File: src/rtl/time_of_day_mode_ctrl.sv
// time_of_day_mode_ctrl
//   Time-of-day keeper with a day/night mode controller. One-second ticks are
//   counted into minutes and hours. A day/night request is decoded from the
//   hour against a daytime window. The requested mode is applied only while
//   the intersection reports a safe switch point, so a change never cuts into
//   a running phase.
//
// Ports
//   clk             system clock, rising edge
//   rst             synchronous active-high reset
//   tickIn          one-cycle enable, once per second
//   loadEn          load loadHours/loadMinutes this cycle (discards tickIn)
//   loadHours       hour to load, 0-23 (larger values ignore the load)
//   loadMinutes     minute to load, 0-59 (larger values ignore the load)
//   safeIn          intersection is at a safe switch point (all-red)
//   hoursOut        current hour
//   minutesOut      current minute
//   dayReq          requested mode decoded from hoursOut (1 = day)
//   isDay           applied mode (1 = day)
//   pendingOut      mode change requested but not yet applied
//   modeChangePulse one cycle, in the first cycle isDay shows its new value
//
// state    | meaning
// NIGHT    | night applied, no change requested
// TO_DAY   | night applied, day requested, waiting for safeIn
// DAY      | day applied, no change requested
// TO_NIGHT | day applied, night requested, waiting for safeIn

module time_of_day_mode_ctrl #(
   parameter int TICKS_PER_MIN  = 60,
   parameter int DAY_START_HOUR = 6,
   parameter int DAY_END_HOUR   = 20
) (
   input  logic       clk,
   input  logic       rst,
   input  logic       tickIn,
   input  logic       loadEn,
   input  logic [4:0] loadHours,
   input  logic [5:0] loadMinutes,
   input  logic       safeIn,
   output logic [4:0] hoursOut,
   output logic [5:0] minutesOut,
   output logic       dayReq,
   output logic       isDay,
   output logic       pendingOut,
   output logic       modeChangePulse
);

   localparam int CW = (TICKS_PER_MIN > 1) ? $clog2(TICKS_PER_MIN) : 1;
   localparam logic [CW-1:0] TICK_LAST = CW'(TICKS_PER_MIN - 1);
   localparam logic [4:0] START_H = 5'(DAY_START_HOUR);
   localparam logic [4:0] END_H   = 5'(DAY_END_HOUR);

   typedef enum logic [1:0] {
      NIGHT    = 2'd0,
      TO_DAY   = 2'd1,
      DAY      = 2'd2,
      TO_NIGHT = 2'd3
   } state_t;

   logic [CW-1:0] tickCnt;
   logic          loadValid;
   state_t        stateQ, stateD;
   logic          pulseD;

   assign loadValid = loadEn && (loadHours <= 5'd23) && (loadMinutes <= 6'd59);

   // Any loadEn cycle swallows the tick, even when the load itself is rejected.
   always_ff @(posedge clk) begin
      if (rst) begin
         tickCnt    <= '0;
         hoursOut   <= '0;
         minutesOut <= '0;
      end else if (loadEn) begin
         if (loadValid) begin
            tickCnt    <= '0;
            hoursOut   <= loadHours;
            minutesOut <= loadMinutes;
         end
      end else if (tickIn) begin
         if (tickCnt == TICK_LAST) begin
            tickCnt <= '0;
            if (minutesOut == 6'd59) begin
               minutesOut <= '0;
               hoursOut   <= (hoursOut == 5'd23) ? 5'd0 : hoursOut + 5'd1;
            end else begin
               minutesOut <= minutesOut + 6'd1;
            end
         end else begin
            tickCnt <= tickCnt + 1'b1;
         end
      end
   end

   // A window with START > END spans midnight; an empty window never asks for day.
   always_comb begin
      dayReq = 1'b0;
      if (DAY_START_HOUR < DAY_END_HOUR)
         dayReq = (hoursOut >= START_H) && (hoursOut < END_H);
      else if (DAY_START_HOUR > DAY_END_HOUR)
         dayReq = (hoursOut >= START_H) || (hoursOut < END_H);
   end

   always_ff @(posedge clk) begin
      if (rst) begin
         stateQ          <= NIGHT;
         modeChangePulse <= 1'b0;
      end else begin
         stateQ          <= stateD;
         modeChangePulse <= pulseD;
      end
   end

   // A withdrawn request returns to the stable state without a pulse.
   always_comb begin
      stateD = stateQ;
      pulseD = 1'b0;
      case (stateQ)
         NIGHT: begin
            if (dayReq && safeIn) begin
               stateD = DAY;
               pulseD = 1'b1;
            end else if (dayReq) begin
               stateD = TO_DAY;
            end
         end
         TO_DAY: begin
            if (!dayReq) begin
               stateD = NIGHT;
            end else if (safeIn) begin
               stateD = DAY;
               pulseD = 1'b1;
            end
         end
         DAY: begin
            if (!dayReq && safeIn) begin
               stateD = NIGHT;
               pulseD = 1'b1;
            end else if (!dayReq) begin
               stateD = TO_NIGHT;
            end
         end
         TO_NIGHT: begin
            if (dayReq) begin
               stateD = DAY;
            end else if (safeIn) begin
               stateD = NIGHT;
               pulseD = 1'b1;
            end
         end
         default: stateD = NIGHT;
      endcase
   end

   assign isDay      = (stateQ == DAY) || (stateQ == TO_NIGHT);
   assign pendingOut = (stateQ == TO_DAY) || (stateQ == TO_NIGHT);

endmodule

File: config.mk
export PLATFORM = sky130hd
export DESIGN_NAME = time_of_day_mode_ctrl
export DESIGN_NICKNAME = d
export VERILOG_FILES = /design/src/rtl/time_of_day_mode_ctrl.sv
export SDC_FILE = /design/constraint.sdc
export NUM_CORES = 1
export LEC_CHECK = 0
export ABC_CLOCK_PERIOD_IN_PS = 1560
export CORE_MARGIN = 2
export CORE_UTILIZATION = 40
export DETAILED_ROUTE_END_ITERATION = 10
export GPL_TIMING_DRIVEN = 0
export PLACE_DENSITY = 0.67
export SYNTH_ARGS = -nofsm -noshare
export SYNTH_HDL_FRONTEND = slang
export SYNTH_SLANG_ARGS = --single-unit
File: constraint.sdc
create_clock -name clk -period 1.56 [get_ports clk]
set_input_delay 0.468 -clock clk [delete_from_list [all_inputs] [get_ports clk]]
set_output_delay 0.468 -clock clk [all_outputs]
set_load 0.005 [all_outputs]
### After elaboration in Yosys (flattened, before gate mapping)

Index checks and enable logic that the tools add are counted.

| storage, ports and cells | value |
|---|---|
| word-level logic and storage cells | 69 |
| bits of input ports | 16 |
| bits in registers | 20 |

| cells by class | value |
|---|---|
| multiplexer cells | 30 |
| $add $sub $neg | 3 |
| order comparisons | 4 |
| reduce and logical (&&, ||, !) cells | 16 |
| eq/ne operators | 11 |

Operator list:

| operator | count |
|---|---|
| 6-bit two-way mux | 9 |
| 5-bit two-way mux | 6 |
| 2-bit two-way mux | 8 |
| 6-bit by 1-bit adder with 6-bit output (second input constant) | 2 |
| 6-bit equality test (second input constant) | 2 |
| 3-bit != test (second input constant) | 4 |
| 2-bit one-hot mux with 4 select lines | 1 |
| 4-bit AND reduction | 2 |
| 6-bit <= comparator (second input constant) | 1 |
| 2-bit nonzero test | 3 |
| 5-bit by 1-bit adder with 5-bit output (second input constant) | 1 |
| 5-bit equality test (second input constant) | 1 |
| 5-bit by 3-bit >= comparator with 1-bit output (second input constant) | 1 |
| 5-bit <= comparator (second input constant) | 1 |
| 1-bit logical AND | 5 |
| 5-bit < comparator (second input constant) | 1 |
| 1-bit two-way mux | 5 |
| 2-bit equality test (second input constant) | 2 |
| 1-bit one-hot mux with 4 select lines | 1 |
| 3-bit AND reduction | 1 |
| 2-bit by 1-bit equality test with 1-bit output (second input constant) | 1 |
| 2-bit zero test | 1 |
| 1-bit logical OR | 2 |
| 2-bit by 1-bit != test with 1-bit output (second input constant) | 1 |
| other kinds (2) | 2 |

### Depth between registers and ports, before layout

Gate-level depths: netlist of run 1.

| depth | value |
|---|---|
| depth after elaboration | 6 |
| gate-level depth with buffers | 6 |
| mapped depth without buffers | 6 |

### Worst setup path before layout of run 1

No wires, ideal clock.

| path | value |
|---|---|
| path type | register -> register |
| from | reg tickCnt[0] |
| to | reg hoursOut[4] |
| stages on the path, launching flop included | 6 |
| arrival | 1.436 ns |
| period minus slack after synthesis | 1.532 ns |
| path slack | 0.028 ns |
| library setup time | 0.096 ns |
| cells stage by stage | dfxtp_1 ha_1 and4b_2 nand4_4 and2_4 o41ai_2 |

| on the way | value |
|---|---|
| cells in the longest elaborated chain, start to end | 3 |

RTL lines:

| what | RTL line | source |
|---|---|---|
| start: declaration | 61 | `logic [CW-1:0] tickCnt;` |
| start signal: assignment | 90 | `tickCnt <= tickCnt + 1'b1;` |
| 6-bit equality test | 81 | `if (tickCnt == TICK_LAST) begin` |
| 2-bit nonzero test (no line) | - |  |
| 4-bit AND reduction (no line) | - |  |
| end signal: assignment | 77 | `hoursOut <= loadHours;` |
| end signal: assignment | 85 | `hoursOut <= (hoursOut == 5'd23) ? 5'd0 : hoursOut + 5'd1;` |
| end: declaration | 41 | `output logic [4:0] hoursOut,` |

No other way between the ends.
A chain may end at the register's enable or synchronous reset.

### Worst setup path after layout of run 1

| path | value |
|---|---|
| from | reg hoursOut[0] |
| to | out dayReq |

| on the way | value |
|---|---|
| cells in the longest elaborated chain, start to end | 2 |

RTL lines:

| what | RTL line | source |
|---|---|---|
| 5-bit by 3-bit >= comparator with 1-bit output / 5-bit < comparator (equally long branches) | 99 | `dayReq = (hoursOut >= START_H) && (hoursOut < END_H);` |
| 1-bit logical AND (*) | 99 |  |
| end: declaration | 43 | `output logic dayReq,` |

Mark *: on every way between the ends. The rest lies on a longest branch, timed or not.

==> run_results.csv, run 1 <==
group,metric,value,unit
sta,period_needed,1870,ps
critical_path,timing.rr.end,"modeChangePulse$_SDFF_PP0_",
floorplanning,rows,20,
cts,cts_tree,"built",
floorplanning,dieWidth,60.7,um
synthesis,netlist_instances,153,
global_route,grt_use_total,23.2,%
critical_path,cp_max_fo,2,
critical_path,r2r_start,"hoursOut[0]$_SDFFE_PP0P_",
drt,drt_iter0_markers,78,
synthesis,async_reset_ff_share,0,%
final_layout,diodes,0,
synthesis,ys.flop_type,"dfxtp_1",
critical_path,start_kind,"register",
synthesis,synth_seq_area_share,31.2,%
cts,cts_root_buf,"clkbuf_4",
placed_design,gp_congestion,0.837,
drt,first_pass_iters,4,
min_path,whs_path_depth,2,
critical_path,cp_cell_sequence,"inv_2 > ha_4 > o21a_1 > o21ai_1 > o31ai_2 > buf_2",
pwr,irDropWorstVdd,343,uV
cts,clock_sinks,20,
global_route,overflow,0,
drt,viasPerCell,5.64,
sta,relSlewSlack,74.9,%
critical_path,cpPeakStageDelay,360,ps
cts,clock_path_buffers,2,
synthesis,synth-edff-count,0,
critical_path,required,1090,ps
placed_design,port_buffers,30,
synthesis,syn_nets,173,
sta,max_freq,0.535,GHz
synthesis,ys_types,46,
critical_path,r2r_slack,0,ps
cts,clkLatencyLatePin,310,ps
min_path,hold_start,"tickCnt[5]$_SDFFE_PP0P_",
synthesis,yosys_warnings,0,
final_layout,fin_util,67.6,%
drt,route.met2.wl,2.13,mm
floorplanning,core,0.00305,mm^2
drt,wire_per_inst,15.7,um
sta,min_period_over_period,120,%
placed_design,dpl.cell_count,227,
pwr,leakage,0.000860,uW
sta,hold_viol,0,
flow_run,drv_cap,0,
run_status,status,"finished with violations",
sta,tightest_slew,377,ps
sta,setup_viol,1,
critical_path,cp.arrival,1400,ps
sta,worst_slack,-310,ps
critical_path,slowest_stage,"dfxtp_2",
cts,cts_hold_buf,0,
critical_path,crit_path_end_kind,"output port",
drt,wl_met3,200,um
global_route,grt_pass1_wl,6.52,mm
sta,rsz0062_at_grt,"true",
drt,ant_nets,0,
synthesis,synth-seq-cells,20,
final_layout,final_nets,237,
drt,drc,0,
min_path,hold_class,"reg2reg",
critical_path,path_class,"reg2out",
global_route,grt_pass1_vias,1448,
final_layout,syn2layout_area_growth,60.7,%
min_path,min_to,"tickCnt[5]$_SDFFE_PP0P_",
critical_path,r2r_cells,8,
sta,report.final.slew_viol_count,0,
cts,clk_pin_slew,130,ps
drt,m1WireLength,1.73,mm
floorplanning,initial_core_util,42.1,%
pwr,powerDensity,606,mW/mm^2
drt,top_layer_used,"met4",
cts,cts-htree-levels,1,
floorplanning,io_pins,31,
synthesis,syn-cell-area,0.00128,mm^2
cts,cts_buffers,3,
floorplanning,die_h,60.7,um
floorplanning,dieArea,0.00368,mm^2
synthesis,synth.avg_cell_area,8.40,um^2
drt,routed_wl,4.09,mm
sta,skew,15.0,ps
synthesis,ys_top_cells_by_area,"dfxtp_1, a21oi_1, a211oi_1, ha_1, nor2_1",
placed_design,hpwl,2.49,mm
global_route,grt_max_degree,12,
final_layout,stdcell_count,260,
drt,num_vias,1467,
synthesis,synth_top_area_share,31.2,%
global_route,antenna_found_initial,0,
final_layout,layout-drive-gt1-share,42.1,%
run_status,violations,"negative setup slack",
synthesis,yosys.area.top_type,"dfxtp_1",
synthesized netlist by cell type (2+ instances only):
master,n
nor3b_1,2
nor3_1,6
nor2b_1,4
nand2_1,10
nand4_1,2
o21ai_0,5
and2_1,5
nand4b_1,2
a21oi_1,13
o21a_1,2
a211oi_1,8
clkbuf_1,6
a222oi_1,2
o41ai_2,2
nand3_1,4
dfxtp_1,20
nand2b_1,3
mux2_2,3
a22oi_1,4
nor2_1,12
ha_1,4
or3_1,2
a221oi_1,2
o32ai_1,3
inv_1,6
metal layers:
layer	vias to the layer above	global-route usage (%)
met5	-	0
met4	0	5.28
met3	4	2.77
met2	45	42.5
met1	705	28.9
li1	713	-
worst max-delay path: cells and delay by family, from the launching register on:
kind | cells | cell delay, ps
AO/OA/AOI/OAI | 3 | 400
flip-flops | 1 | 360
buffers and inverters | 2 | 190
adder cells (fa/ha/maj) | 1 | 140
per-stage QoR:
| stage | setup TNS (ps) | hold WS (ps) | power, uW | setup slack (ps) | area (um^2) |
|---|---|---|---|---|---|
| after floorplan | 0 | 458 | 714 | 28.1 | 1280 |
| after global placement | -9500 | 482 | 843 | -572 | 1640 |
| after detailed placement | -9740 | 499 | 849 | -592 | 1640 |
| after CTS | -314 | 517 | 1210 | -314 | 1950 |
| after global routing | -523 | 545 | 1310 | -371 | 2060 |
| final | -310 | 531 | 1250 | -310 | 2060 |
cell type report:
| type | instances | area (um^2) |
|---|---|---|
| inverter | 6 | 22.5 |
| timing repair buffer | 60 | 507 |
| fill | 249 | 988 |
| clock buffer | 4 | 36.3 |
| buffer | 7 | 45.0 |
| sequential | 20 | 438 |
| tap | 44 | 55.1 |
| multi-input combinational | 119 | 961 |
cells in the final DEF, fill, tap and decap left out, drive strengths merged, types with 3 or more instances in the layout:
cell type / Yosys / routed
o32ai: 3 / 3
clkbuf: 6 / 9
a22oi: 4 / 4
a21oi: 13 / 13
mux2: 3 / 3
nor2b: 4 / 4
a211oi: 8 / 8
o21ai: 5 / 5
buf: 2 / 33
dfxtp: 20 / 20
clkdlybuf4s50: 0 / 7
nand3: 4 / 4
nand2b: 3 / 3
and2: 6 / 6
ha: 4 / 4
dlygate4sd2: 0 / 20
nor2: 12 / 12
inv: 6 / 6
nor3: 6 / 6
nand2: 10 / 10
or3: 3 / 3
nand4: 3 / 3
power breakdown:
| group | internal [uW] | switching, uW | leakage (uW) |
|---|---|---|---|
| Sequential | 535 | 21.2 | 0.000171 |
| Combinational | 204 | 176 | 0.000668 |
| Clock | 142 | 173 | 0.0000210 |
sequential cells by signal (all words and copies together), names as in the netlist:
name	flops
hoursOut	5
minutesOut	6
modeChangePulse	1
stateQ	2
tickCnt	6
cells by family (layout without fill, tap and decap cells):
family	Yosys count	in the layout	share of synthesized area (%)
muxes	4	4	3.41
buffers and inverters	14	77	4.48
DFF	20	20	31.2
adders and majority gates	4	4	3.89
and+or+nand+nor	62	62	29.0
AOI/OAI and AO/OA	48	48	27.4
xor gates and xnor gates	1	1	0.682
how the worst max path moves through the flow:
stage | end | from | slack [ps] | cells past startpoint
floorplan | hoursOut[4]$_SDFFE_PP0P_ | tickCnt[0]$_SDFFE_PP0P_ | 30 | 5
global placement | hoursOut[0]$_SDFFE_PP0P_ | loadEn | -570 | 7
detailed placement | hoursOut[0]$_SDFFE_PP0P_ | loadEn | -590 | 7
CTS | dayReq | hoursOut[0]$_SDFFE_PP0P_ | -310 | 6
global route | dayReq | hoursOut[0]$_SDFFE_PP0P_ | -370 | 6
finish | dayReq | hoursOut[0]$_SDFFE_PP0P_ | -310 | 6
what timing repair did:
| item | 4_1_cts | 5_1_grt |
|---|---|---|
| endpoints found under the setup margin | 34 | 15 |
| gates resized for setup | 72 | 25 |
| gates cloned | 0 | 0 |
| setup buffers | 26 | 5 |
| pin swaps | 12 | 13 |
Note: power is estimated with default switching activity, not from simulation.
==> run 2, diff against run 1 <==
DONT_BUFFER_PORTS = 1   (was not set)
PLACE_DENSITY = 0.54   (was 0.67)
==> run 2 against run 1 <==
  * The flow still finishes with violations (negative setup slack)
  * Sequential share of layout area increased by 6.1 points
  * Via count decreased by 17%
  * Register-to-register slack about the same
  * Routed wire length decreased by 18%
  * Utilization decreased by 18 points
  * Critical path depth decreased by 1
  * Critical path type unchanged
  * Largest cell class unchanged
==> run_results.csv, run 2 (same netlist as run 1, synthesis figures left out) <==
group,metric,value,unit
critical_path,r2r_slack,10,ps
critical_path,cp_max_fo,5,
cts,cts_buffers,3,
critical_path,cpPeakStageDelay,410,ps
placed_design,gp_congestion,0.827,
critical_path,cp_cell_sequence,"inv_4 > ha_4 > o21a_1 > o21ai_2 > o31ai_4",
global_route,grt_max_degree,12,
floorplanning,die_h,60.7,um
flow_run,drv_cap,0,
critical_path,worst-path-buf-inv,1,
placed_design,hpwl,2.39,mm
cts,clkLatencyLatePin,300,ps
drt,viasPerCell,5.87,
sta,worst_slack,-256,ps
drt,num_vias,1221,
drt,drc,0,
critical_path,cp.arrival,1350,ps
cts,cts-htree-levels,1,
cts,cts_tree,"built",
sta,fin_hold_ws,320,ps
final_layout,final_nets,185,
global_route,grt_use_met2,31.6,%
global_route,gr-max-usage-layer,"met2",
global_route,grt_use_total,19.5,%
placed_design,port_buffers,0,
global_route,grtUsageMet1,25.3,%
floorplanning,rows,20,
global_route,grt_pass1_wl,5.35,mm
cts,cts_root_buf,"clkbuf_4",
drt,first_pass_iters,4,
critical_path,cp-startpoint,"hoursOut[0]$_SDFFE_PP0P_",
cts,cts_hold_buf,0,
floorplanning,initial_core_util,42.1,%
sta,relSlewSlack,63.1,%
critical_path,path_class,"reg2out",
sta,fin_tns_setup,-256,ps
pwr,leakage,0.000540,uW
final_layout,diodes,0,
sta,skew,1.02,ps
pwr,irDropWorstVdd,313,uV
critical_path,endpoint,"dayReq",
sta,setup_viol,1,
sta,hold_viol,0,
min_path,hold_class,"in2reg",
sta,max_freq,0.551,GHz
drt,wire_per_inst,16.2,um
sta,rsz0062_at_grt,"true",
floorplanning,dieWidth,60.7,um
final_layout,layout-drive-gt1-share,26.2,%
critical_path,r2r_cells,6,
critical_path,slowest_stage,"dfxtp_4",
critical_path,cp.depth,5,
cts,clock_path_buffers,2,
run_status,violations,"negative setup slack",
floorplanning,core,0.00305,mm^2
final_layout,nFillCells,318,
sta,min_period_over_period,116,%
drt,drt_iter0_markers,98,
sta,period_needed,1820,ps
critical_path,critPathTopFamily,"compound AO/OA/AOI/OAI gates",
run_status,status,"finished with violations",
floorplanning,io_pins,31,
drt,ant_nets,0,
cts,clk_pin_slew,120,ps
final_layout,ff_latch_area,414,um^2
final_layout,most-common-layout-cells,"dfxtp_1, a21oi_1, nor2_1",
global_route,use_met3,4.90,%
pwr,powerDensity,718,mW/mm^2
floorplanning,dieArea,0.00368,mm^2
critical_path,crit_path_end_kind,"output port",
final_layout,top_regs,"minutesOut x6, tickCnt x6, hoursOut x5",
critical_path,timing.rr.end,"hoursOut[3]$_SDFFE_PP0P_",
sta,tightest_slew,553,ps
global_route,overflow,0,
critical_path,start_kind,"register",
placed_design,pre_cts_ws,-169,ps
final_layout,syn2layout_area_growth,17.8,%
final_layout,final_common_cell,"dfxtp_1",
final_layout,multi_input_area,896,um^2
critical_path,required,1090,ps
global_route,grt_pass1_vias,1148,
critical_path,r2r_start,"tickCnt[0]$_SDFFE_PP0P_",
cts,clock_sinks,20,
global_route,antenna_found_initial,0,
sta,report.final.slew_viol_count,0,
drt,routed_wl,3.37,mm
[run 2: cell types whose count changed in the layout (fill, tap and decap cells not counted), sizes merged]
| cell | previous run | this run |
|---|---|---|
| dlygate4sd2 | 20 | 0 |
| clkdlybuf4s15 | 2 | 0 |
| clkdlybuf4s50 | 7 | 0 |
| buf | 33 | 9 |
| clkbuf | 9 | 10 |
[run 2: final cells by class]
type	instances	area share (%)
flip-flops and latches	20	27.4
clock buffers	4	2.40
well taps	44	3.64
multi-input cells	119	59.2
repair buffers	7	3.47
inverters	6	1.65
plain buffers	8	2.31
[run 2: timing repair]
| item | in CTS | in global routing |
|---|---|---|
| endpoints found under the setup margin | 15 | 11 |
| pin swaps | 3 | 7 |
| resized for setup | 16 | 10 |
| setup buffers | 5 | 2 |
[run 2: stage by stage]
step | cells | utilization, % | cell area [um^2] | total power (uW)
finish | 208 | 49.6 | 1510 | 1090
global route | 208 | 49.6 | 1510 | 1150
detailed placement | 197 | 43.9 | 1340 | 755
CTS | 206 | 47.7 | 1460 | 1080
global placement | 197 | 43.9 | 1340 | 750
floorplan | 153 | - | 1280 | 714
[run 2: worst min path at each step]
stage                     cells past startpoint                     from                 endpoint
after floorplan                               2  tickCnt[1]$_SDFFE_PP0P_  tickCnt[1]$_SDFFE_PP0P_
after global placement                        2  tickCnt[1]$_SDFFE_PP0P_  tickCnt[1]$_SDFFE_PP0P_
after detailed placement                      2  tickCnt[1]$_SDFFE_PP0P_  tickCnt[1]$_SDFFE_PP0P_
after CTS                                     2                   tickIn  tickCnt[1]$_SDFFE_PP0P_
after global routing                          2                   tickIn  tickCnt[1]$_SDFFE_PP0P_
final                                         2                   tickIn  tickCnt[1]$_SDFFE_PP0P_
[run 2: where the power goes]
group	internal, uW	switching, uW	total (uW)
sequential	539	44.2	583
clock	142	169	312
combinational	90.0	102	192
total	772	316	1090
[run 2: layer usage]
layer	vias to the layer above	share of wire [%]
li1	605	-
met1	575	45
met2	37	47
met3	4	7.1
met4	0	0.98
met5	-	0
==> run 3, diff against run 2 <==
CORE_UTILIZATION = 56   (was 40)
PLACE_DENSITY = 0.72   (was 0.54)
==> run 3 against run 2 <==
  * The run still ends with negative setup slack left
  * Combinational power about the same
  * First-iteration DRC count fell by 63%
  * Routed wire length grew 2.0%
  * Register-to-register slack barely moved
  * Clock power is 19% lower
  * Clock-buffer cell count decreased by 1
  * Largest cell class unchanged
  * Highest routed layer unchanged
==> run_results.csv, run 3 (same netlist as run 1, synthesis figures left out) <==
group,metric,value,unit
placed_design,hpwl,2.22,mm
cts,cts_buffers,3,
global_route,gr-max-usage-layer,"met2",
floorplanning,initial_core_util,58.7,%
cts,cts_tree,"built",
critical_path,crit_path_end_kind,"output port",
global_route,grt_pass1_vias,1225,
sta,period_needed,1800,ps
critical_path,timing.rr.end,"hoursOut[0]$_SDFFE_PP0P_",
floorplanning,core,0.00219,mm^2
floorplanning,dieWidth,51.9,um
critical_path,required,1090,ps
global_route,grtUsageMet1,33.9,%
floorplanning,io_pins,31,
final_layout,top_regs,"minutesOut x6, tickCnt x6, hoursOut x5",
sta,max_freq,0.554,GHz
pwr,leakage,0.000537,uW
global_route,antenna_found_initial,0,
final_layout,diodes,0,
sta,setup_viol,2,
drt,ant_nets,0,
cts,cts-htree-levels,1,
final_layout,final_nets,185,
final_layout,layout-drive-gt1-share,28.2,%
floorplanning,die_h,51.9,um
final_layout,most-common-layout-cells,"a21oi_1, dfxtp_1, nor2_1",
drt,wire_per_inst,18.0,um
critical_path,path_class,"reg2out",
drt,routed_wl,3.44,mm
cts,clock_sinks,20,
critical_path,r2r_start,"tickCnt[1]$_SDFFE_PP0P_",
floorplanning,dieArea,0.00269,mm^2
cts,clock_path_buffers,2,
global_route,use_met3,5.75,%
run_status,violations,"negative setup slack",
critical_path,r2r_slack,0,ps
sta,hold_viol,0,
drt,drt_iter0_markers,36,
critical_path,r2r_cells,5,
final_layout,fin_util,68.6,%
sta,worst_slack,-244,ps
cts,cts_root_buf,"clkbuf_4",
min_path,hold_class,"in2reg",
sta,min_period_over_period,116,%
final_layout,syn2layout_area_growth,16.9,%
run_status,status,"finished with violations",
global_route,overflow,0,
flow_run,drv_cap,0,
sta,skew,4.95,ps
pwr,powerDensity,687,mW/mm^2
floorplanning,rows,17,
critical_path,cp_max_fo,5,
drt,viasPerCell,6.71,
global_route,grt_use_total,27.0,%
global_route,grt_use_met2,44.3,%
sta,rsz0062_at_grt,"true",
critical_path,cp-startpoint,"hoursOut[0]$_SDFFE_PP0P_",
sta,fin_tns_setup,-247,ps
critical_path,endpoint,"dayReq",
sta,tightest_slew,547,ps
global_route,grt_pass1_wl,5.49,mm
critical_path,cp.arrival,1340,ps
cts,clk_pin_slew,120,ps
pwr,irDropWorstVdd,534,uV
sta,fin_hold_ws,333,ps
placed_design,gp_congestion,0.851,
pwr,p_total,1030,uW
cts,clkLatencyLatePin,300,ps
global_route,grt_max_degree,11,
drt,num_vias,1281,
placed_design,dpl_cell_area,0.00132,mm^2
final_layout,final_cell_area,0.00150,mm^2
critical_path,start_kind,"register",
drt,drc,0,
placed_design,port_buffers,0,
sta,relSlewSlack,63.5,%
drt,first_pass_iters,5,
sta,report.final.slew_viol_count,0,
-- run 3: cell count changes in the layout (fill, tap and decap cells not counted) --
cell and delta:
dfxtp_2 -1, a2111oi_2 +1, and2_4 +1, clkbuf_8 -1, ha_1 -1, a2111oi_0 -1
a221oi_1 -1, ha_2 +1, dfxtp_4 +2, dfxtp_1 -1, a221oi_2 +1, and2_2 -1
-- run 3: metal layers --
| layer | vias up | wire (um) |
|---|---|---|
| met4 | 0 | 51 |
| met5 | - | 0 |
| met2 | 53 | 1750 |
| met3 | 8 | 193 |
| li1 | 607 | - |
| met1 | 613 | 1450 |
-- run 3: per-stage QoR --
stage / instances / setup slack [ps]
after floorplan: 153 / 28.1
after global placement: 181 / -98.9
after detailed placement: 181 / -151
after CTS: 188 / -293
after global routing: 191 / -316
final: 191 / -244
-- run 3: timing repair --
| action | 4_1_cts | 5_1_grt |
|---|---|---|
| hold buffers | 0 | 0 |
| resized for setup | 17 | 17 |
| gates cloned | 0 | 0 |
| buffers inserted | 4 | 3 |
| setup endpoints to repair | 15 | 13 |
| pin swaps | 4 | 8 |
| endpoints found under the hold margin | 0 | 0 |
-- run 3: where the power goes --
part	internal [uW]	switching [uW]	leakage (uW)
registers	537	45.9	0.000168
logic	89.5	105	0.000355
clock network	90.0	164	0.0000138
-- run 3: how the worst min path moves through the flow --
stage	from	endpoint	cells after the start
finish	rst	minutesOut[2]$_SDFFE_PP0P_	2
CTS	tickIn	tickCnt[1]$_SDFFE_PP0P_	2
global route	rst	minutesOut[3]$_SDFFE_PP0P_	2
floorplan	tickCnt[1]$_SDFFE_PP0P_	tickCnt[1]$_SDFFE_PP0P_	2
global placement	tickCnt[1]$_SDFFE_PP0P_	tickCnt[1]$_SDFFE_PP0P_	2
detailed placement	tickCnt[1]$_SDFFE_PP0P_	tickCnt[1]$_SDFFE_PP0P_	2
-- run 3: final cells by class --
cell class,instances,area [um^2]
plain buffers,8,35.0
clock buffers,3,22.5
fillers,190,688
inverters,6,25.0
multi-input cells,119,912
flip-flops and latches,20,420
well taps,28,35.0
repair buffers,7,52.6
-- run 3: critical path, stage by stage (launching register included) --
cell,delay (ps)
dfxtp_4,400
inv_4,50
ha_4,140
o21a_1,170
o21ai_2,150
o31ai_4,120
